File: src/rtl/multicycle_control_v2.sv
// Multicycle RV32I control FSM for the shared-memory multicycle datapath.
// Handles loads, stores, R-type, I-ALU, branch, JAL, JALR, LUI and AUIPC,
// with a memory ready handshake guarded by a wait-state timeout, an
// illegal-opcode trap and a per-instruction retire pulse.
//
// Ports:
//   clk          in   system clock
//   resetn       in   asynchronous active-low reset
//   opcode[6:0]  in   IR[6:0] of the instruction in flight
//   mem_ready    in   memory completes the current request this cycle
//   branch_taken in   datapath comparator result for the current funct3
//   state[3:0]   out  current state encoding
//   mem_req      out  memory request
//   mem_we       out  memory write qualifier
//   adr_src      out  memory address select: 0=PC, 1=alu_out
//   ir_write     out  latch IR and old_pc
//   pc_write     out  PC load
//   reg_write    out  register file write
//   alu_src_a    out  00 PC, 01 old_pc, 10 rs1
//   alu_src_b    out  00 rs2, 01 imm, 10 const 4
//   alu_op       out  00 add, 01 sub/compare, 10 R-decode, 11 I-decode
//   imm_src      out  000 I, 001 S, 010 B, 011 U, 100 J
//   result_src   out  00 alu_out, 01 mem data, 10 ALU result, 11 imm
//   retire       out  one-cycle pulse in the final state of an instruction
//   fault        out  sticky fault flag (set while parked in FAULT)
//   fault_cause  out  01 illegal opcode, 10 memory timeout, 00 none
module multicycle_control_v2 #(
  parameter int unsigned MEM_HANDSHAKE = 1,
  parameter int unsigned TIMEOUT       = 16,
  parameter int unsigned TRAP_ILLEGAL  = 1,
  parameter int unsigned TW            = 8
) (
  input  logic       clk,
  input  logic       resetn,
  input  logic [6:0] opcode,
  input  logic       mem_ready,
  input  logic       branch_taken,
  output logic [3:0] state,
  output logic       mem_req,
  output logic       mem_we,
  output logic       adr_src,
  output logic       ir_write,
  output logic       pc_write,
  output logic       reg_write,
  output logic [1:0] alu_src_a,
  output logic [1:0] alu_src_b,
  output logic [1:0] alu_op,
  output logic [2:0] imm_src,
  output logic [1:0] result_src,
  output logic       retire,
  output logic       fault,
  output logic [1:0] fault_cause
);

  typedef enum logic [3:0] {
    S_FETCH     = 4'd0,
    S_DECODE    = 4'd1,
    S_EXEC_R    = 4'd2,
    S_EXEC_I    = 4'd3,
    S_MEM_ADDR  = 4'd4,
    S_MEM_RD    = 4'd5,
    S_MEM_WR    = 4'd6,
    S_WB_MEM    = 4'd7,
    S_WB_ALU    = 4'd8,
    S_BRANCH    = 4'd9,
    S_JAL       = 4'd10,
    S_JALR      = 4'd11,
    S_LUI       = 4'd12,
    S_AUIPC     = 4'd13,
    S_JALR_LINK = 4'd14,
    S_FAULT     = 4'd15
  } state_t;

  localparam logic [6:0] OP_LOAD  = 7'b0000011;
  localparam logic [6:0] OP_STORE = 7'b0100011;
  localparam logic [6:0] OP_R     = 7'b0110011;
  localparam logic [6:0] OP_I     = 7'b0010011;
  localparam logic [6:0] OP_BR    = 7'b1100011;
  localparam logic [6:0] OP_JAL   = 7'b1101111;
  localparam logic [6:0] OP_JALR  = 7'b1100111;
  localparam logic [6:0] OP_LUI   = 7'b0110111;
  localparam logic [6:0] OP_AUIPC = 7'b0010111;

  // Counter value on the last stall cycle allowed before the timeout fires.
  localparam logic [TW-1:0] WAIT_LAST = TW'((TIMEOUT == 0) ? 0 : TIMEOUT - 1);

  state_t        state_q, state_d;
  logic [TW-1:0] wait_q, wait_d;
  logic [1:0]    cause_q, cause_d;
  logic          accept;
  logic          stall;
  logic          req;

  assign accept = (MEM_HANDSHAKE == 0) || mem_ready;

  always_ff @(posedge clk or negedge resetn) begin
    if (!resetn) begin
      state_q <= S_FETCH;
      wait_q  <= '0;
      cause_q <= '0;
    end else begin
      state_q <= state_d;
      wait_q  <= wait_d;
      cause_q <= cause_d;
    end
  end

  always_comb begin
    state_d    = state_q;
    wait_d     = wait_q;
    cause_d    = cause_q;
    stall      = 1'b0;
    req        = 1'b0;
    mem_we     = 1'b0;
    adr_src    = 1'b0;
    ir_write   = 1'b0;
    pc_write   = 1'b0;
    reg_write  = 1'b0;
    alu_src_a  = 2'b00;
    alu_src_b  = 2'b00;
    alu_op     = 2'b00;
    imm_src    = 3'b000;
    result_src = 2'b00;
    retire     = 1'b0;
    fault      = 1'b0;

    case (state_q)
      S_FETCH: begin
        req        = 1'b1;
        alu_src_b  = 2'b10;
        result_src = 2'b10;
        if (accept) begin
          ir_write = 1'b1;
          pc_write = 1'b1;
          state_d  = S_DECODE;
        end else begin
          stall = 1'b1;
        end
      end
      S_DECODE: begin
        alu_src_a = 2'b01;
        alu_src_b = 2'b01;
        imm_src   = (opcode == OP_JAL) ? 3'b100 : 3'b010;
        case (opcode)
          OP_LOAD,
          OP_STORE: state_d = S_MEM_ADDR;
          OP_R:     state_d = S_EXEC_R;
          OP_I:     state_d = S_EXEC_I;
          OP_BR:    state_d = S_BRANCH;
          OP_JAL:   state_d = S_JAL;
          OP_JALR:  state_d = S_JALR;
          OP_LUI:   state_d = S_LUI;
          OP_AUIPC: state_d = S_AUIPC;
          default: begin
            if (TRAP_ILLEGAL != 0) begin
              state_d = S_FAULT;
              cause_d = 2'b01;
            end else begin
              state_d = S_FETCH;
              retire  = 1'b1;
            end
          end
        endcase
      end
      S_EXEC_R: begin
        alu_src_a = 2'b10;
        alu_op    = 2'b10;
        state_d   = S_WB_ALU;
      end
      S_EXEC_I: begin
        alu_src_a = 2'b10;
        alu_src_b = 2'b01;
        alu_op    = 2'b11;
        state_d   = S_WB_ALU;
      end
      S_MEM_ADDR: begin
        alu_src_a = 2'b10;
        alu_src_b = 2'b01;
        // IR is held across the instruction, so opcode still tells load from store.
        if (opcode == OP_STORE) begin
          imm_src = 3'b001;
          state_d = S_MEM_WR;
        end else begin
          state_d = S_MEM_RD;
        end
      end
      S_MEM_RD: begin
        req     = 1'b1;
        adr_src = 1'b1;
        if (accept) state_d = S_WB_MEM;
        else        stall   = 1'b1;
      end
      S_MEM_WR: begin
        req     = 1'b1;
        mem_we  = 1'b1;
        adr_src = 1'b1;
        if (accept) begin
          retire  = 1'b1;
          state_d = S_FETCH;
        end else begin
          stall = 1'b1;
        end
      end
      S_WB_MEM: begin
        reg_write  = 1'b1;
        result_src = 2'b01;
        retire     = 1'b1;
        state_d    = S_FETCH;
      end
      S_WB_ALU: begin
        reg_write = 1'b1;
        retire    = 1'b1;
        state_d   = S_FETCH;
      end
      S_BRANCH: begin
        alu_src_a = 2'b10;
        alu_op    = 2'b01;
        pc_write  = branch_taken;
        retire    = 1'b1;
        state_d   = S_FETCH;
      end
      S_JAL: begin
        alu_src_a = 2'b01;
        alu_src_b = 2'b10;
        pc_write  = 1'b1;
        state_d   = S_WB_ALU;
      end
      S_JALR: begin
        alu_src_a  = 2'b10;
        alu_src_b  = 2'b01;
        result_src = 2'b10;
        pc_write   = 1'b1;
        state_d    = S_JALR_LINK;
      end
      S_JALR_LINK: begin
        alu_src_a = 2'b01;
        alu_src_b = 2'b10;
        state_d   = S_WB_ALU;
      end
      S_LUI: begin
        imm_src    = 3'b011;
        result_src = 2'b11;
        reg_write  = 1'b1;
        retire     = 1'b1;
        state_d    = S_FETCH;
      end
      S_AUIPC: begin
        alu_src_a = 2'b01;
        alu_src_b = 2'b01;
        imm_src   = 3'b011;
        state_d   = S_WB_ALU;
      end
      S_FAULT: begin
        fault = 1'b1;
      end
      default: begin
        state_d = S_FAULT;
        cause_d = 2'b00;
      end
    endcase

    // Accept has already been folded into stall, so a ready on the last
    // allowed cycle leaves the wait state instead of faulting.
    if (stall) begin
      if ((TIMEOUT != 0) && (wait_q == WAIT_LAST)) begin
        state_d = S_FAULT;
        cause_d = 2'b10;
      end else begin
        wait_d = wait_q + TW'(1);
      end
    end
    if (state_d != state_q) wait_d = '0;
  end

  // Gated by resetn so a reset arriving mid-wait withdraws the request at once.
  assign mem_req     = req & resetn;
  assign state       = state_q;
  assign fault_cause = cause_q;

endmodule

File: config.mk
export PLATFORM = sky130hd
export DESIGN_NAME = multicycle_control_v2
export DESIGN_NICKNAME = d
export VERILOG_FILES = /design/src/rtl/multicycle_control_v2.sv
export SDC_FILE = /design/constraint.sdc
export NUM_CORES = 1
export LEC_CHECK = 0
export ABC_AREA = 1
export CELL_PAD_IN_SITES_DETAIL_PLACEMENT = 0
export CELL_PAD_IN_SITES_GLOBAL_PLACEMENT = 1
export CORE_MARGIN = 2
export CORE_UTILIZATION = 31
export DETAILED_ROUTE_END_ITERATION = 7
export PLACE_DENSITY_LB_ADDON = 0.1
export SKIP_LAST_GASP = 1
export SYNTH_ARGS = -nofsm -noshare
export SYNTH_HDL_FRONTEND = slang
export SYNTH_SLANG_ARGS = --single-unit
File: constraint.sdc
create_clock -name clk -period 1.94 [get_ports clk]
set_input_delay 0.388 -clock clk [delete_from_list [all_inputs] [get_ports clk]]
set_output_delay 0.388 -clock clk [all_outputs]
set_load 0.01 [all_outputs]
Yosys cells after proc, flatten, opt, wreduce, memory -nomap -nowiden
Index checks and enable logic that the tools add are counted.

storage, ports and cells
  flip-flop bits (word level) = 14
  bits in latches = 0
  bits in writable memories = 0
  bits in read-only memories = 0
  input bits = 11
  output and inout bits = 25
  logic and storage cells = 82
  memories = 0

operators by class
  add/sub/neg operators = 1
  $mul = 0
  div/mod/pow operators = 0
  magnitude comparators = 0
  equal/unequal tests = 27
  shift-type cells = 0
  mux-type cells = 33
  bitwise logic cells = 1
  reduce and logical (&&, ||, !) cells = 17

operator list
  operator             count
  $pmux 4 s8           2
  $eq 4x4->1 const B   8
  $mux 8               3
  $eq 7x6->1 const B   3
  $eq 7x7->1 const B   3
  $mux 4               5
  $eq 4x3->1 const B   4
  $reduce_or 5->1      3
  $eq 7x5->1 const B   2
  $pmux 2 s3           2
  $mux 1               10
  $mux 2               5
  $reduce_or 2->1      5
  $pmux 3 s3           1
  $reduce_or 3->1      3
  $reduce_or 9->1      1
  $add 8x1->8 const B  1
  $eq 4x2->1 const B   2
  $eq 8x4->1 const B   1
  $pmux 2 s2           2
  $reduce_or 4->1      2
  $eq 7x2->1 const B   1
  $eq 4x1->1 const B   1
  $logic_not 4->1      1
  8 further kinds      8

Logic depth before layout (Yosys ltp)
Gate-level depths: netlist of run 1.

  depth after elaboration = 9
  gate-level depth with buffers = 15

Worst setup path after synthesis of run 1
No wires, ideal clock.

  kind = flip-flop to flip-flop
  from = reg state_q[1] (netlist: state[1])
  to = reg wait_q[7]
  setup time = 0.118 ns
  data arrival time = 1.632 ns
  required time = 1.822 ns
  path slack = 0.190 ns
  stages on the path, launching flop included = 16
  path buffers = 1
  clock period less this slack = 1.750 ns
  path through = dfrtp_1 -> buf_4 -> inv_2 -> nand2_1 -> nand2_1 -> nand2_2 -> nand2_2 -> nand2_1 -> nor2_4 -> nand2_2 -> nor2_2 -> nand3_1 -> nor2_1 -> nand2_1 -> nand2_1 -> nor2_1

between the ends
  cells in the longest elaborated chain, start to end = 8
  elaborated cells on any way between the ends = 30
  those cells by class = 16 x eq/ne; 8 x mux; 6 x reduce/logical

RTL lines
  item                                                                 line  source
  start: declaration                                                   87    state_t state_q, state_d;
  start signal: assignment                                             102   state_q <= state_d;
  $eq 4x4->1 (tied with other cells)                                   127   case (state_q)
  $reduce_or 5->1 (no line) / $reduce_or 4->1 (equally long branches)  --
  $pmux 4 s8                                                           127
  $mux 4                                                               265   if ((TIMEOUT != 0) && (wait_q == WAIT_LAST)) begin
  $mux 4                                                               264   if (stall) begin
  $ne 4x4->1                                                           272   if (state_d != state_q) wait_d = '0;
  $ne 2x1->1 (no line) / $reduce_bool 2->1 (equally long branches)     --
  $reduce_and 2->1 (no line)                                           --
  end signal: assignment                                               103   wait_q <= wait_d;
  end: declaration                                                     88    logic [TW-1:0] wait_q, wait_d;

Several ways; a longest one is shown, not always the timed one.
A chain may end at the register's enable or synchronous reset.

Final worst setup path of run 1
  from = reg state_q[3] (netlist: state[3])
  to = out retire

between the ends
  cells in the longest elaborated chain, start to end = 3
  elaborated cells on any way between the ends = 7
  those cells by class = 5 x eq/ne; 1 x mux; 1 x reduce/logical

RTL lines
  item                                             line  source
  $eq 4x4->1 / $eq 4x3->1 (equally long branches)  127
  $reduce_or 4->1 (no line)                        --
  $pmux 1 s2 (*)                                   127
  end: declaration                                 50    output logic retire,

Mark *: on every way between the ends. The rest lies on a longest branch, timed or not.

==> key figures, run 1 <==
Synth
  • Simple logic cell fraction of the synthesized area: 0.481
  • Adder-Cell Fraction of Synth Area: 0.0104
  • Average cell area after synthesis: around 6.1 um^2
  • Syn Nets: 209
  • Gate count after technology mapping: approximately 200
  • Portion of the post-synthesis area used by sequential elements: 0.291
  • Dominant cells by area after synthesis: sky130_fd_sc_hd__dfrtp_1 29%, sky130_fd_sc_hd__nand2_1 17%, sky130_fd_sc_hd__inv_1 9.0%
  • Post-synthesis cell type count: 23
  • Synthesized-area fraction occupied by xor and xnor cells: 0.0291
  • Count of synthesis-stage warnings from yosys: 0
  • Largest family of logic cells by synthesized area: simple AND/OR/NAND/NOR gates
  • Multiplexer fraction of the synthesized cell area: 0
  • Number of synthesized register bits: 14
  • Post-synthesis compound-gate area fraction: 0.0728
  • Cell type with the highest aggregate area in the netlist: sky130_fd_sc_hd__dfrtp_1
  • Cell area after synthesis: 1200 um^2
  • Fraction of post-synthesis cell area in the top cell type by area: 0.291

Clock network
  • Latest clock arrival within the worst-skew pair: 0.25 ns
  • CTS buffer count: 3
  • Library cell used as clock root buffer: sky130_fd_sc_hd__clkbuf_8
  • Clock transition at path regs: around 0.060 ns
  • Clock sink count: 14
  • # H-tree levels: 1
  • TritonCTS clock tree: done
  • Max Root-Sink Buffers: 2

STA
  • Hold violation count in the final report: 0
  • Fin crit share: 1.03
  • Final Critical Period: 1.99 ns
  • Final TNS setup: -0.0782 ns
  • Final Setup Violations: 2
  • Max Clk Rate: roughly 500 MHz
  • Worst slew margin: 0.817
  • Post-Route Skew: around 0.0015 ns
  • RSZ-0062 raised after global routing: yes
  • Tightest Pin Transition: ~0.27 ns
  • Setup WS post-layout: -0.0509 ns
  • Post-route worst hold slack: between 0.4 and 0.5 ns
  • Number of max-slew violations in the final report: 0

Global route
  • Pin count of the biggest net entering global routing: 15
  • First-pass GRT wire length: ~6300 um
  • Total global-route track usage: 0.184
  • Number of global-route vias before repair: 1483
  • Total congestion overflow after global routing: 0
  • Number of antenna violations at the first check in global routing: 0

Drt
  • Remaining design rule violation count: 0
  • Pre-Repair DR Iteration Count: 4
  • WL/cell: approximately 12 um
  • Via count normalized by instance count: between 4 and 5
  • Total Routed Length: approximately 4100 um
  • Residual antenna-violating net count after detailed routing: 0
  • Vias after detailed routing: ~1600
  • Number of violations reported at the end of detailed-routing iteration 0: 86

Setup path
  • Worst Path Required: 1.55 ns
  • Endpoint class of the critical path: output pin
  • Most frequent cell on the critical path: sky130_fd_sc_hd__buf_4
  • CP max-delay cell: sky130_fd_sc_hd__dfrtp_2
  • Worst path arrival time: about 1.6 ns
  • Cells traversed along the worst timing path: buf_4, nor2_4, inv_2, buf_4, nor2_1, a21oi_1, nand3_1, dlygate4sd2_1
  • Highest net fanout along the worst path: 4
  • Worst setup SP type: register
  • Setup CP Type: register to output pin
  • Slowest Stage Delay on Critical Path: 0.44 ns

Floorplan
  • Starting Density: 0.326
  • Placement Rows: 22
  • DIE WIDTH: ~66 um
  • I/O pins: 36
  • Die area: between 4000 and 5000 um^2
  • Die span in y: 66.3 um
  • Floorplan core area: around 3700 um^2

Pwr
  • Peak supply drop: ~450 uV
  • Total leakage power: 0.00129 uW
  • Final total power: 656 uW
  • Pwr per Cell Area: between 200 and 300 nW/um^2

Finish
  • Most frequent cells in the layout: 51 x sky130_fd_sc_hd__buf_4, 43 x sky130_fd_sc_hd__nand2_1, 22 x sky130_fd_sc_hd__inv_1, 16 x sky130_fd_sc_hd__nor2_2
  • Most frequent standard cell in the layout excluding fill and tap cells: sky130_fd_sc_hd__buf_4
  • Relative area change from synthesis to final layout: 92.2%
  • Share of final-layout standard cells stronger than drive strength 1: 0.500
  • Count of antenna diodes in the layout: 0
  • Number of cells in the finished layout apart from fillers: 340
  • Net count of the finished layout: just over 300

Placed design
  • Placed instance count: 324
  • Port Buffers: 35
  • Post-DP HPWL: 3050 um
  • Final GP Congestion: approximately 0.87

Worst hold path
  • Class of the tightest hold or removal check: primary input to async pin

Run status
  • Status: finished with violations
  • Failing checks: negative setup slack

Job
  • Max-capacitance violation count: 0
## state kept, by name (all words and copies together), names as in the netlist
| signal | count |
|---|---|
| fault_cause | 2 |
| wait_q | 8 |
| state | 4 |
## metal layers
metal,share of wire,global-route usage
met1,0.46,0.245
met2,0.49,0.299
met3,0.034,0.0392
met4,0.015,0.0510
met5,0,0
## cell type report
type / count / area, um^2
Fill cell: 356 / 1380
Sequential cell: 14 / 354
Inverter: 33 / 124
Multi-Input combinational cell: 148 / 953
Timing Repair Buffer: 93 / 767
Clock buffer: 4 / 55.1
Tap cell: 48 / 60.1
## path summary, 6_finish.rpt
check | start | endpoint | slack, ns | depth (start not counted)
worst min register to register | fault_cause[1] | fault_cause[1] | 0.50 | 2
worst min-delay path | resetn | state[2] | 0.48 | 2
worst max-delay path | state[3] | retire | -0.05 | 8
worst max register to register | state[0] | wait_q[7] | -0.03 | 15
min in group clk | fault_cause[1] | fault_cause[1] | 0.50 | 2
max in group asynchronous | resetn | state[0] | 1.27 | 2
## synthesized netlist by cell type
library cell,count
sky130_fd_sc_hd__o21ai_0,6
sky130_fd_sc_hd__nor2_4,2
sky130_fd_sc_hd__a21boi_0,1
sky130_fd_sc_hd__a21oi_1,5
sky130_fd_sc_hd__o21ai_1,1
sky130_fd_sc_hd__buf_4,2
sky130_fd_sc_hd__nand2_2,8
sky130_fd_sc_hd__nand2_1,55
sky130_fd_sc_hd__nand3b_1,1
sky130_fd_sc_hd__o22ai_1,1
sky130_fd_sc_hd__nor3_1,2
sky130_fd_sc_hd__dfrtp_1,14
sky130_fd_sc_hd__o211ai_1,1
sky130_fd_sc_hd__nand3_1,17
sky130_fd_sc_hd__ha_1,1
sky130_fd_sc_hd__nor2_1,29
sky130_fd_sc_hd__a31oi_1,1
sky130_fd_sc_hd__nand3_2,2
sky130_fd_sc_hd__inv_1,29
sky130_fd_sc_hd__xor2_1,4
sky130_fd_sc_hd__nand4_1,5
sky130_fd_sc_hd__inv_2,4
sky130_fd_sc_hd__nor2_2,6
## power by group
group | internal [uW] | switching, uW | total, uW
Sequential | 292 | 0 | 292
Clock | 180 | 105 | 285
Combinational | 40.0 | 38.4 | 78.5
Total | 512 | 144 | 656
## critical path: cells and delay by family, from the launching register on
family                 cells  cell delay, ns
AOI/OAI and AO/OA          1            0.05
DFF                        1            0.44
and+or+nand+nor            3            0.24
buffers and inverters      4            0.62
## stage by stage
stage / setup slack, ns / utilization / area (um^2)
after floorplan: 0.190 / - / 1200
after global placement: -0.332 / 0.527 / 1940
after detailed placement: -0.356 / 0.527 / 1940
after CTS: -0.176 / 0.559 / 2060
after global routing: -0.155 / 0.627 / 2310
final: -0.0509 / 0.627 / 2310
## repair_timing
action,4_1_cts,5_1_grt
buffers inserted,5,7
hold buffers,0,0
endpoints found under the setup margin,26,25
resized for setup,42,90
pin swaps,8,20
## logic make-up after synthesis
kind of cell    after synthesis
flops                        14
fa+ha+maj                     1
compound gates               16
simple gates                127
buf+inv                      35
xor+xnor                      4
Note: power is estimated with default switching activity, not from simulation.
==> run 2, diff against run 1 <==
SKIP_LAST_GASP = unset   (was 1)
==> key figures, run 2 (synthesis results as in run 1) <==
STA
  • Fin crit share: 1.01
  • Worst slew margin: 0.827
  • Tightest Pin Transition: about 0.26 ns
  • Setup WS post-layout: -0.0289 ns
  • Final Critical Period: between 1.5 and 2 ns
  • Final Setup Violations: 6
  • Hold violation count in the final report: 0
  • RSZ-0062 raised after global routing: yes
  • Max Clk Rate: ~510 MHz
  • Post-Route Skew: 0.00331 ns
  • Number of max-slew violations in the final report: 0

Finish
  • Most frequent cells in the layout: 56 x sky130_fd_sc_hd__buf_4, 46 x sky130_fd_sc_hd__nand2_1, 23 x sky130_fd_sc_hd__inv_1, 15 x sky130_fd_sc_hd__nor2_2, 13 x sky130_fd_sc_hd__nand3_1
  • Count of antenna diodes in the layout: 0
  • Relative area change from synthesis to final layout: 87.7%
  • Number of cells in the finished layout apart from fillers: 340
  • Most frequent standard cell in the layout excluding fill and tap cells: sky130_fd_sc_hd__buf_4
  • Finished layout cell area: 2260 um^2
  • Share of final-layout standard cells stronger than drive strength 1: 0.476
  • Largest register FFs: 8
  • Top reg by flops: wait_q
  • Net count of the finished layout: around 300

Setup path
  • Endpoint class of the critical path: register
  • Most frequent cell on the critical path: sky130_fd_sc_hd__nand2_4
  • Highest net fanout along the worst path: 7
  • Worst setup SP type: register
  • Buffers and inverters on the worst path: 4
  • Flop-to-flop setup slack: -0.03 ns
  • CP max-delay cell: sky130_fd_sc_hd__dfrtp_1
  • Setup CP Type: register to register
  • Slowest Stage Delay on Critical Path: 0.40 ns
  • Worst path arrival time: roughly 2.2 ns
  • Worst Path Required: 2.12 ns
  • Kind of cell with the highest combined delay on the critical path: simple AND/OR/NAND/NOR gates
  • Cells traversed along the worst timing path: buf_4, nor2_4, buf_4, nand2_4, buf_4, nand2_4, nand3_4, nand2_4, inv_1, nand3_2, nand2_1, a21oi_2, nand2_4, nor2_2

Global route
  • Number of global-route vias before repair: approximately 1500
  • Total congestion overflow after global routing: 0
  • Number of antenna violations at the first check in global routing: 0
  • First-pass GRT wire length: between 6000 and 7000 um
  • Total global-route track usage: 0.184
  • Pin count of the biggest net entering global routing: 15

Floorplan
  • DIE WIDTH: roughly 66 um
  • Die span in y: 66.3 um
  • Placement Rows: 22
  • Floorplan core area: ~3700 um^2
  • Die area: 4400 um^2
  • Starting Density: 0.326
  • I/O pins: 36

Pwr
  • Final total power: 650 uW
  • Peak supply drop: around 450 uV
  • Total leakage power: about 0.0012 uW
  • Pwr per Cell Area: roughly 290 nW/um^2

Clock network
  • Library cell used as clock root buffer: sky130_fd_sc_hd__clkbuf_8
  • Clock sink count: 14
  • Clock transition at path regs: roughly 0.060 ns
  • Latest clock arrival within the worst-skew pair: 0.25 ns
  • Max Root-Sink Buffers: 2
  • TritonCTS clock tree: done
  • # H-tree levels: 1
  • Hold Buf Count CTS: 0
  • CTS buffer count: 3

Placed design
  • Post-DP HPWL: slightly above 3000 um
  • Placed instance count: between 300 and 400
  • Worst slack at placement: -0.356 ns
  • Placement-stage cell area: between 1500 and 2000 um^2
  • Final GP Congestion: 0.874
  • Port Buffers: 35

Run status
  • Status: finished with violations
  • Failing checks: negative setup slack

Drt
  • Via count normalized by instance count: roughly 4.7
  • Remaining design rule violation count: 0
  • WL/cell: around 12 um
  • Total Routed Length: 4050 um
  • Vias after detailed routing: 1588
  • Residual antenna-violating net count after detailed routing: 0
  • Pre-Repair DR Iteration Count: 4
  • Number of violations reported at the end of detailed-routing iteration 0: 76

Job
  • Max-capacitance violation count: 0

Worst hold path
  • Class of the tightest hold or removal check: primary input to async pin
## run 2: cell types whose count changed in the layout (fill, tap and decap cells not counted), sizes merged
| cell | delta |
|---|---|
| buf | +3 |
| clkbuf | -4 |
| clkdlybuf4s15 | +2 |
| clkdlybuf4s50 | -1 |
## run 2: where the power goes
group / switching [uW] / total [uW] / internal, uW / leakage (uW)
Sequential: 0 / 292 / 292 / 0.000169
Combinational: 37.0 / 76.4 / 39.4 / 0.00105
Clock: 102 / 282 / 180 / 0.0000288
## run 2: cell type report
class	count	area (um^2)
inverters	33	126
fillers	357	1430
repair buffers	93	759
well taps	48	60.1
clock buffers	4	55.1
flip-flops and latches	14	354
multi-input cells	148	905
## run 2: stage by stage
stage / utilization / hold slack [ns] / TNS, ns
after floorplan: - / 0.0924 / 0
after global placement: 0.527 / 0.493 / -3.37
after detailed placement: 0.527 / 0.494 / -3.88
after CTS: 0.561 / 0.484 / -0.736
after global routing: 0.613 / 0.515 / -1.03
final: 0.613 / 0.486 / -0.0658
## run 2: worst reg2reg max path, stage by stage (launching register included)
cell	delay (ns)
sky130_fd_sc_hd__dfrtp_1	0.40
sky130_fd_sc_hd__buf_4	0.15
sky130_fd_sc_hd__nor2_4	0.13
sky130_fd_sc_hd__buf_4	0.14
sky130_fd_sc_hd__nand2_4	0.05
sky130_fd_sc_hd__buf_4	0.13
sky130_fd_sc_hd__nand2_4	0.09
sky130_fd_sc_hd__nand3_4	0.09
sky130_fd_sc_hd__nand2_4	0.09
sky130_fd_sc_hd__inv_1	0.06
sky130_fd_sc_hd__nand3_2	0.06
sky130_fd_sc_hd__nand2_1	0.07
sky130_fd_sc_hd__a21oi_2	0.19
sky130_fd_sc_hd__nand2_4	0.13
sky130_fd_sc_hd__nor2_2	0.12
## run 2: worst paths after layout
check / endpoint / cells after the start / from
hold reg to reg: fault_cause[1] / 2 / fault_cause[1]
min in group clk: fault_cause[1] / 2 / fault_cause[1]
hold / removal: state[1] / 2 / resetn
setup reg to reg: wait_q[0] / 14 / state[2]
setup / recovery: wait_q[0] / 14 / state[2]
max in group asynchronous: state[0] / 2 / resetn
## run 2: repair_timing
action                                  CTS  global route
pin swaps                                 8            19
endpoints found under the setup margin   26            24
cloned                                    0             0
gates resized for setup                  56            63
endpoints found under the hold margin     0             0
buffers inserted                          5             7
## run 2: layer usage
metal | wire length [um] | GRT usage | share of wire
met1 | 1800 | 0.247 | 0.44
met2 | 2050 | 0.298 | 0.51
met3 | 158 | 0.0392 | 0.039
met4 | 43 | 0.0510 | 0.011
met5 | 0 | 0 | 0
==> run 3, diff against run 2 <==
PLACE_DENSITY = 0.85   (was unset)
PLACE_DENSITY_LB_ADDON = unset   (was 0.1)
==> key figures, run 3 (synthesis results as in run 1) <==
Setup path
  • Slowest Stage Delay on Critical Path: 0.43 ns
  • Buffers and inverters on the worst path: 4
  • Most frequent cell on the critical path: sky130_fd_sc_hd__buf_4
  • Endpoint class of the critical path: output pin
  • Setup CP Type: register to output pin
  • Kind of cell with the highest combined delay on the critical path: buffers and inverters
  • Cells traversed along the worst timing path: buf_4, inv_2, nor2_2, nand3_2, buf_4, nand3b_1, clkdlybuf4s15_2
  • CP max-delay cell: sky130_fd_sc_hd__dfrtp_2
  • Worst setup SP type: register
  • Worst path arrival time: roughly 1.6 ns
  • Worst Path Required: 1.55 ns
  • Highest net fanout along the worst path: 5

Placed design
  • Placed instance count: 323
  • Worst slack at placement: -0.352 ns
  • Port Buffers: 35
  • Final GP Congestion: ~0.86
  • Post-DP HPWL: 2870 um

Drt
  • Via count normalized by instance count: around 4.6
  • WL/cell: about 11 um
  • Vias after detailed routing: 1534
  • Residual antenna-violating net count after detailed routing: 0
  • Number of violations reported at the end of detailed-routing iteration 0: between 50 and 60
  • Total Routed Length: between 3000 and 4000 um
  • Pre-Repair DR Iteration Count: 4
  • Remaining design rule violation count: 0

Clock network
  • Latest clock arrival within the worst-skew pair: 0.24 ns
  • # H-tree levels: 1
  • CTS buffer count: 3
  • Hold Buf Count CTS: 0
  • Clock transition at path regs: roughly 0.06 ns
  • TritonCTS clock tree: done
  • Max Root-Sink Buffers: 2
  • Library cell used as clock root buffer: sky130_fd_sc_hd__clkbuf_8
  • Clock sink count: 14

Finish
  • Count of antenna diodes in the layout: 0
  • Most frequent standard cell in the layout excluding fill and tap cells: sky130_fd_sc_hd__buf_4
  • Largest register FFs: 8
  • Net count of the finished layout: slightly below 300
  • Fill count: 352
  • Share of final-layout standard cells stronger than drive strength 1: 0.468
  • Number of cells in the finished layout apart from fillers: between 300 and 400
  • Top reg by flops: wait_q
  • Multi-input gate area in the final layout: 936 um^2
  • Most frequent cells in the layout: 45 x sky130_fd_sc_hd__buf_4, 40 x sky130_fd_sc_hd__nand2_1, 24 x sky130_fd_sc_hd__inv_1, 18 x sky130_fd_sc_hd__nand2_2, 13 x sky130_fd_sc_hd__nor2_1
  • Relative area change from synthesis to final layout: 84.8%
  • Combined flip-flop and latch cell area: 354 um^2

Run status
  • Failing checks: negative setup slack
  • Status: finished with violations

Pwr
  • Peak supply drop: between 400 and 500 uV
  • Pwr per Cell Area: 295 nW/um^2
  • Total leakage power: ~0.0012 uW

STA
  • Worst slew margin: 0.834
  • Number of max-slew violations in the final report: 0
  • Post-route worst hold slack: between 0.4 and 0.5 ns
  • Hold violation count in the final report: 0
  • Tightest Pin Transition: roughly 0.25 ns
  • RSZ-0062 raised after global routing: yes
  • Max Clk Rate: between 500 and 600 MHz
  • Setup WS post-layout: -0.00422 ns
  • Final Setup Violations: 1
  • Fin crit share: 1.00
  • Final Critical Period: just under 2 ns
  • Post-Route Skew: 0.00149 ns

Global route
  • First-pass GRT wire length: roughly 6000 um
  • Pin count of the biggest net entering global routing: 15
  • Total global-route track usage: 0.174
  • Number of antenna violations at the first check in global routing: 0
  • Number of global-route vias before repair: between 1000 and 1500
  • Total congestion overflow after global routing: 0

Job
  • Max-capacitance violation count: 0

Floorplan
  • DIE WIDTH: around 66 um
  • Starting Density: 0.326
  • Die area: roughly 4400 um^2
  • Floorplan core area: roughly 3700 um^2
  • I/O pins: 36
  • Die span in y: ~66 um
  • Placement Rows: 22

Worst hold path
  • Class of the tightest hold or removal check: primary input to async pin
run 3: path summary, 6_finish.rpt:
path | from | endpoint | slack, ns | cells after the start
max in group asynchronous | resetn | state[1] | 1.25 | 2
max | state[0] | alu_src_a[1] | -0.004 | 7
min reg2reg | fault_cause[1] | fault_cause[1] | 0.51 | 2
min | resetn | wait_q[0] | 0.50 | 2
min in group clk | fault_cause[1] | fault_cause[1] | 0.51 | 2
max reg2reg | state[0] | wait_q[2] | 0.04 | 14
run 3: cell type report:
cell class	count	share of cell area
sequential	14	0.159
timing repair buffer	83	0.313
clock buffer	4	0.0247
inverter	33	0.0557
tap	48	0.0270
multi-input combinational	148	0.421
run 3: through the flow:
stage	TNS, ns	utilization	power (uW)	instance area, um^2
2_1_floorplan	0	-	313	1200
3_3_place_gp	-3.51	0.525	364	1940
3_5_place_dp	-3.67	0.525	364	1940
4_1_cts	-0.00321	0.558	651	2060
5_1_grt	-0.679	0.603	684	2220
6_report	-0.00422	0.603	655	2220
run 3: timing repair:
action / CTS / global route
endpoints found under the setup margin: 26 / 18
setup buffers: 1 / 2
hold endpoints to repair: 0 / 0
pin swaps: 9 / 20
gates resized for setup: 58 / 61
run 3: worst reg2reg max path, delay by kind of cell (launching register included):
family	cells	cell delay, ns
AND/OR/NAND/NOR	10	0.89
flip-flops	1	0.46
buffers and inverters	3	0.34
AO/OA/AOI/OAI	1	0.15
run 3: routing by layer:
metal	wire length, um	GRT usage	vias up
li1	-	-	787
met1	1680	0.221	720
met2	1970	0.306	25
met3	112	0.0324	2
met4	24	0.0332	0
met5	0	0	-
run 3: power breakdown:
part,switching (uW),total (uW),internal (uW)
combinational,40.2,83.5,43.2
sequential,0,292,292
clock,100,280,180
==> RTL change 1, RTL diff (settings of run 3) <==
Change the parameter `TW` from 8 to 16.
--- a/src/rtl/multicycle_control_v2.sv
+++ b/src/rtl/multicycle_control_v2.sv
@@ -28,7 +28,7 @@
   parameter int unsigned MEM_HANDSHAKE = 1,
   parameter int unsigned TIMEOUT       = 16,
   parameter int unsigned TRAP_ILLEGAL  = 1,
-  parameter int unsigned TW            = 8
+  parameter int unsigned TW            = 16
 ) (
   input  logic       clk,
   input  logic       resetn,
Check against the original RTL: same outputs for any inputs over 10 cycles, from zero or initial values and one cycle with resetn low; that may be too few to reach the edited logic, so the function may still have changed.
==> RTL change 1 against run 3 <==
- the flow still finishes with violations (negative setup slack)
- setup slack worse by 110 ps
- critical endpoint is now wait_q[11]
- sequential cell count up 8
- via count up 38%
- first-iteration DRC count up 78%
- critical path type is now reg -> reg
- design area up 42%
- non-clock buffer count up 30
- area after synthesis up 45%
- routed wire length up 59%
- sequential share of layout area up 1.6 points
- highest routed layer unchanged
Power is left out: it rests on default switching activity, and per cell area and clock period it moved more than threefold.
==> RTL change 1: results (changes against run 3) <==
Timing
  • Worst slew pin tran: 296.5 ps (was 247.5 ps)
  • Worst-case hold slack: 529.5 ps (was 499.9 ps)
  • Finish-stage setup viols: 18 (was 1)
  • Fin worst setup slack: -115.2 ps (was -4.221 ps)
  • Final Skew: 6.222 ps (was 1.490 ps)
  • Setup TNS: -1362 ps (was -4.221 ps)

Logic synthesis
  • Syn_nets: 267 (was 209)
  • Count of different cell masters after synthesis: 27 (was 23)
  • Avg Cell Area, Syn: 6.845 um2 (was 6.110 um2)
  • Post-synthesis sequential area ratio: 31.54% (was 29.11%)
  • Post-synth top cells: nand2_1 (67), nor2_1 (40), inv_1 (30) (was nand2_1 (55), inv_1 (29), nor2_1 (29))
  • Most area-consuming cells after synthesis: dfrtp_1 (32%), nand2_1 (14%), nor2_1 (8.6%), inv_1 (6.5%), nand3_1 (6.0%) (was dfrtp_1 (29%), nand2_1 (17%), inv_1 (9.0%), nor2_1 (9.0%), nand3_1 (7.1%))

Finish
  • Flip-flop count of the largest register after layout: 16 (was 8)
  • Filler cell count: 486 (was 352)
  • Post-route cell area: 3156 um2 (was 2225 um2)
  • Fin nets: 383 (was 295)

Route
  • Met2 Routed Length: 3151 um (was 1967 um)
  • Wire length per cell: 13.63 um (was 11.45 um)
  • Drt total wl: 6026 um (was 3780 um)
  • Met3 wire len: 142 um (was 112 um)
  • Via Count: 2113 (was 1534)
  • Iter 0 DRT Violations: 105 (was 59)

Place
  • Pre-CTS WS: -399.0 ps (was -351.6 ps)
  • DP Area: 2616 um2 (was 1937 um2)
  • Routability cong.: 0.8982 (was 0.8608)
  • Placed instance count: 417 (was 323)
  • Post-DP HPWL: 3919 um (was 2873 um)

Critical path
  • Max Fanout on Critical Path: 8 (was 5)
  • Reg-to-reg critical path endpoint: wait_q[11] (was wait_q[2])
  • R2r startpoint: state[2] (was state[0])
  • Worst Setup SP: state[2] (was state[0])
  • Cell count of the worst reg-to-reg path: 13 (was 14)
  • Element type at the critical path end: flop (was output port)
  • Data arrival, critical path: 2250 ps (was 1560 ps)

Clocking
  • Clk pin slew, worst setup/hold paths: 80 ps (was 60 ps)
  • Clk_lat worst skew: 270 ps (was 240 ps)
  • CTS Root Cell: clkbuf_8 (unchanged)

Outcome
  • Failing checks: negative setup slack (unchanged)
  • Status: complete, but fails checks (unchanged)

Global routing
  • GRT Overall Usage: 19.51% (was 17.40%)
  • Largest net degree at the start of global routing: 23 (was 15)
[RTL change 1: cell types whose count changed after synthesis, moves of 6 or more]
cell	change
nand2_1	+12
nor2_1	+11
nor3_1	+10
nor3_2	+10
dfrtp_1	+8
xor2_1	+7
nor2_2	-6
[RTL change 1: final cells by class]
| type | count | area share [%] |
|---|---|---|
| multi-input combinational | 198 | 41.99 |
| timing repair buffer | 113 | 31.44 |
| sequential | 22 | 17.53 |
| inverter | 33 | 3.925 |
| tap | 72 | 2.855 |
| clock buffer | 3 | 1.308 |
| clock inverter | 1 | 0.9516 |
[RTL change 1: repair_timing]
action | CTS | global route
resized for setup | 111 | 43
setup endpoints to repair | 34 | 30
buffers inserted | 8 | 11
pin swaps | 18 | 28
gates cloned | 2 | 0
[RTL change 1: routing by layer]
| metal | vias up | track usage [%] |
|---|---|---|
| met5 | - | 0 |
| met4 | 0 | 5.862 |
| met3 | 13 | 2.273 |
| met2 | 40 | 34.75 |
| met1 | 1014 | 24.68 |
| li1 | 1046 | - |
[RTL change 1: kinds of logic (layout without fill, tap and decap cells)]
logic type | Yosys count | in the layout | share of synthesized area, %
adder cells (fa/ha/maj) | 1 | 1 | 0.7167
flip-flops | 22 | 22 | 31.54
AO/OA/AOI/OAI | 18 | 18 | 6.452
AND/OR/NAND/NOR | 166 | 167 | 46.45
XOR/XNOR | 12 | 12 | 6.021
buffers and inverters | 36 | 150 | 8.817
[RTL change 1: worst max-delay path, stage by stage, from the launching register on]
cell and delay [ps]:
dfrtp_1 420, buf_6 140, nand2_4 70, buf_4 120, nor2_4 40, nor2_2 160, buf_4 130, nand3_1 100
nor2_4 160, nand3_2 120, nand2_4 130, buf_12 110, nand2_8 100, nor3_4 170
==> RTL change 2, RTL diff (config.mk and constraints of run 3) <==
Made on the original files. Make the reset (`resetn`) synchronous in one clocked block. Comments in the files are not updated.
--- a/src/rtl/multicycle_control_v2.sv
+++ b/src/rtl/multicycle_control_v2.sv
@@ -93,7 +93,7 @@
 
   assign accept = (MEM_HANDSHAKE == 0) || mem_ready;
 
-  always_ff @(posedge clk or negedge resetn) begin
+  always_ff @(posedge clk) begin
     if (!resetn) begin
       state_q <= S_FETCH;
       wait_q  <= '0;
Behaviour: differs if resetn is asserted again (counterexample within 4 cycles, from zero or initial values and one cycle with resetn low); with resetn held inactive, the same outputs for 10 cycles.
==> RTL change 2 against run 3 <==
- routed wire length is 5.3% lower
- design area down 2.9%
- area after synthesis up 2.5%
- sequential cell count unchanged
- setup slack gained 91 ps
- die area rose by 2.4%
- largest cell class unchanged
Power is left out: it rests on default switching activity, and per cell area and clock period it moved more than threefold.
==> RTL change 2: results (changes against run 3) <==
Global routing
  • Vias in the first global route: 1299 (was 1408)
  • GRT Overall Usage: 15.94% (was 17.40%)
  • First-pass GRT wire length: 5575 um (was 5975 um)
  • Largest net degree at the start of global routing: 9 (was 15)

Finish
  • Filler cell count: 367 (was 352)
  • Clock-cell share of area: 2.548% (was 2.475%)
  • Seq area share: 13.43% (was 15.92%)
  • Fin nets: 303 (was 295)
  • Plain + repair buffers: 88 (was 83)
  • Multi-input combinational area share: 41.17% (was 42.07%)
  • Non-clock buffer share: 33.70% (was 31.27%)
  • Non-clock inverters: 36 (was 33)

Hold path
  • Worst hold path class: reg -> reg (was in -> async)

Outcome
  • Status: finished, final reports clean (was complete, but fails checks)

Route
  • Drt total wl: 3578 um (was 3780 um)
  • Via Count: 1514 (was 1534)
  • Iter 0 DRT Violations: 50 (was 59)

Timing
  • Final Skew: 1.741 ps (was 1.490 ps)
  • Worst slew pin tran: 298.3 ps (was 247.5 ps)

Place
  • Post-DP HPWL: 2775 um (was 2873 um)

Logic synthesis
  • Post-synthesis sequential area ratio: 22.72% (was 29.11%)
  • Synth async-reset ratio: 0% (was 100.0%)
  • Count of different cell masters after synthesis: 26 (was 23)
  • Post-synth top cells: nand2_1 (45), nor2_1 (33), inv_1 (31) (was nand2_1 (55), inv_1 (29), nor2_1 (29))
  • Syn_nets: 212 (was 209)

Critical path
  • Max Fanout on Critical Path: 6 (was 5)
  • Data arrival, critical path: 1470 ps (was 1560 ps)
  • Slowest-stage cell, CP: dfxtp_4 (was dfrtp_2)

Clocking
  • Setup Fix Bufs, Post-CTS: 0 (was 1)
  • Post_cts resized: 49 (was 58)
RTL change 2: cell count changes after synthesis, moves of 4 or more:
cell,delta
nand2_1,-10
dfrtp_1,-14
nand2_2,-5
o21ai_0,+4
nor2_1,+4
dfxtp_1,+14
RTL change 2: worst max-delay path: cells and delay by family (launching register included):
kind / cells / cell delay, ps
buf+inv: 2 / 420
compound gates: 1 / 160
flops: 1 / 370
simple gates: 2 / 270
RTL change 2: logic make-up (layout without fill, tap and decap cells):
logic type / count (synthesis) / after routing / synth area share (%)
DFF: 14 / 14 / 22.72
AOI/OAI and AO/OA: 25 / 25 / 11.66
xor gates and xnor gates: 7 / 7 / 4.970
and+or+nand+nor: 113 / 113 / 45.13
adders and majority gates: 1 / 1 / 1.014
muxes: 2 / 2 / 1.724
buffers and inverters: 38 / 128 / 12.78
RTL change 2: path summary, 6_finish.rpt:
kind | depth (start not counted) | to | slack, ps
max | 5 | retire | 90
min | 2 | fault_cause[1] | 480
max reg2reg | 13 | wait_q[2] | 110
min reg2reg | 2 | fault_cause[1] | 480
RTL change 2: stage by stage:
step	instances	hold WS (ps)	cell area, um2	worst slack, ps
after CTS	332	484.4	2031	0.7054
final	338	484.2	2161	86.29
after global routing	338	534.2	2161	-62.93
after detailed placement	328	473.0	1974	-378.0
after global placement	328	477.0	1974	-349.4
after floorplan	200	485.6	1234	308.7
RTL change 2: layer usage:
layer | part of all wire [%] | GRT usage (%) | wire, um | up-vias
met4 | 0.92 | 3.827 | 33 | 0
li1 | - | - | - | 818
met1 | 49 | 20.83 | 1741 | 655
met5 | 0 | 0 | 0 | -
met2 | 46 | 27.85 | 1658 | 37
met3 | 4.1 | 1.520 | 145 | 4
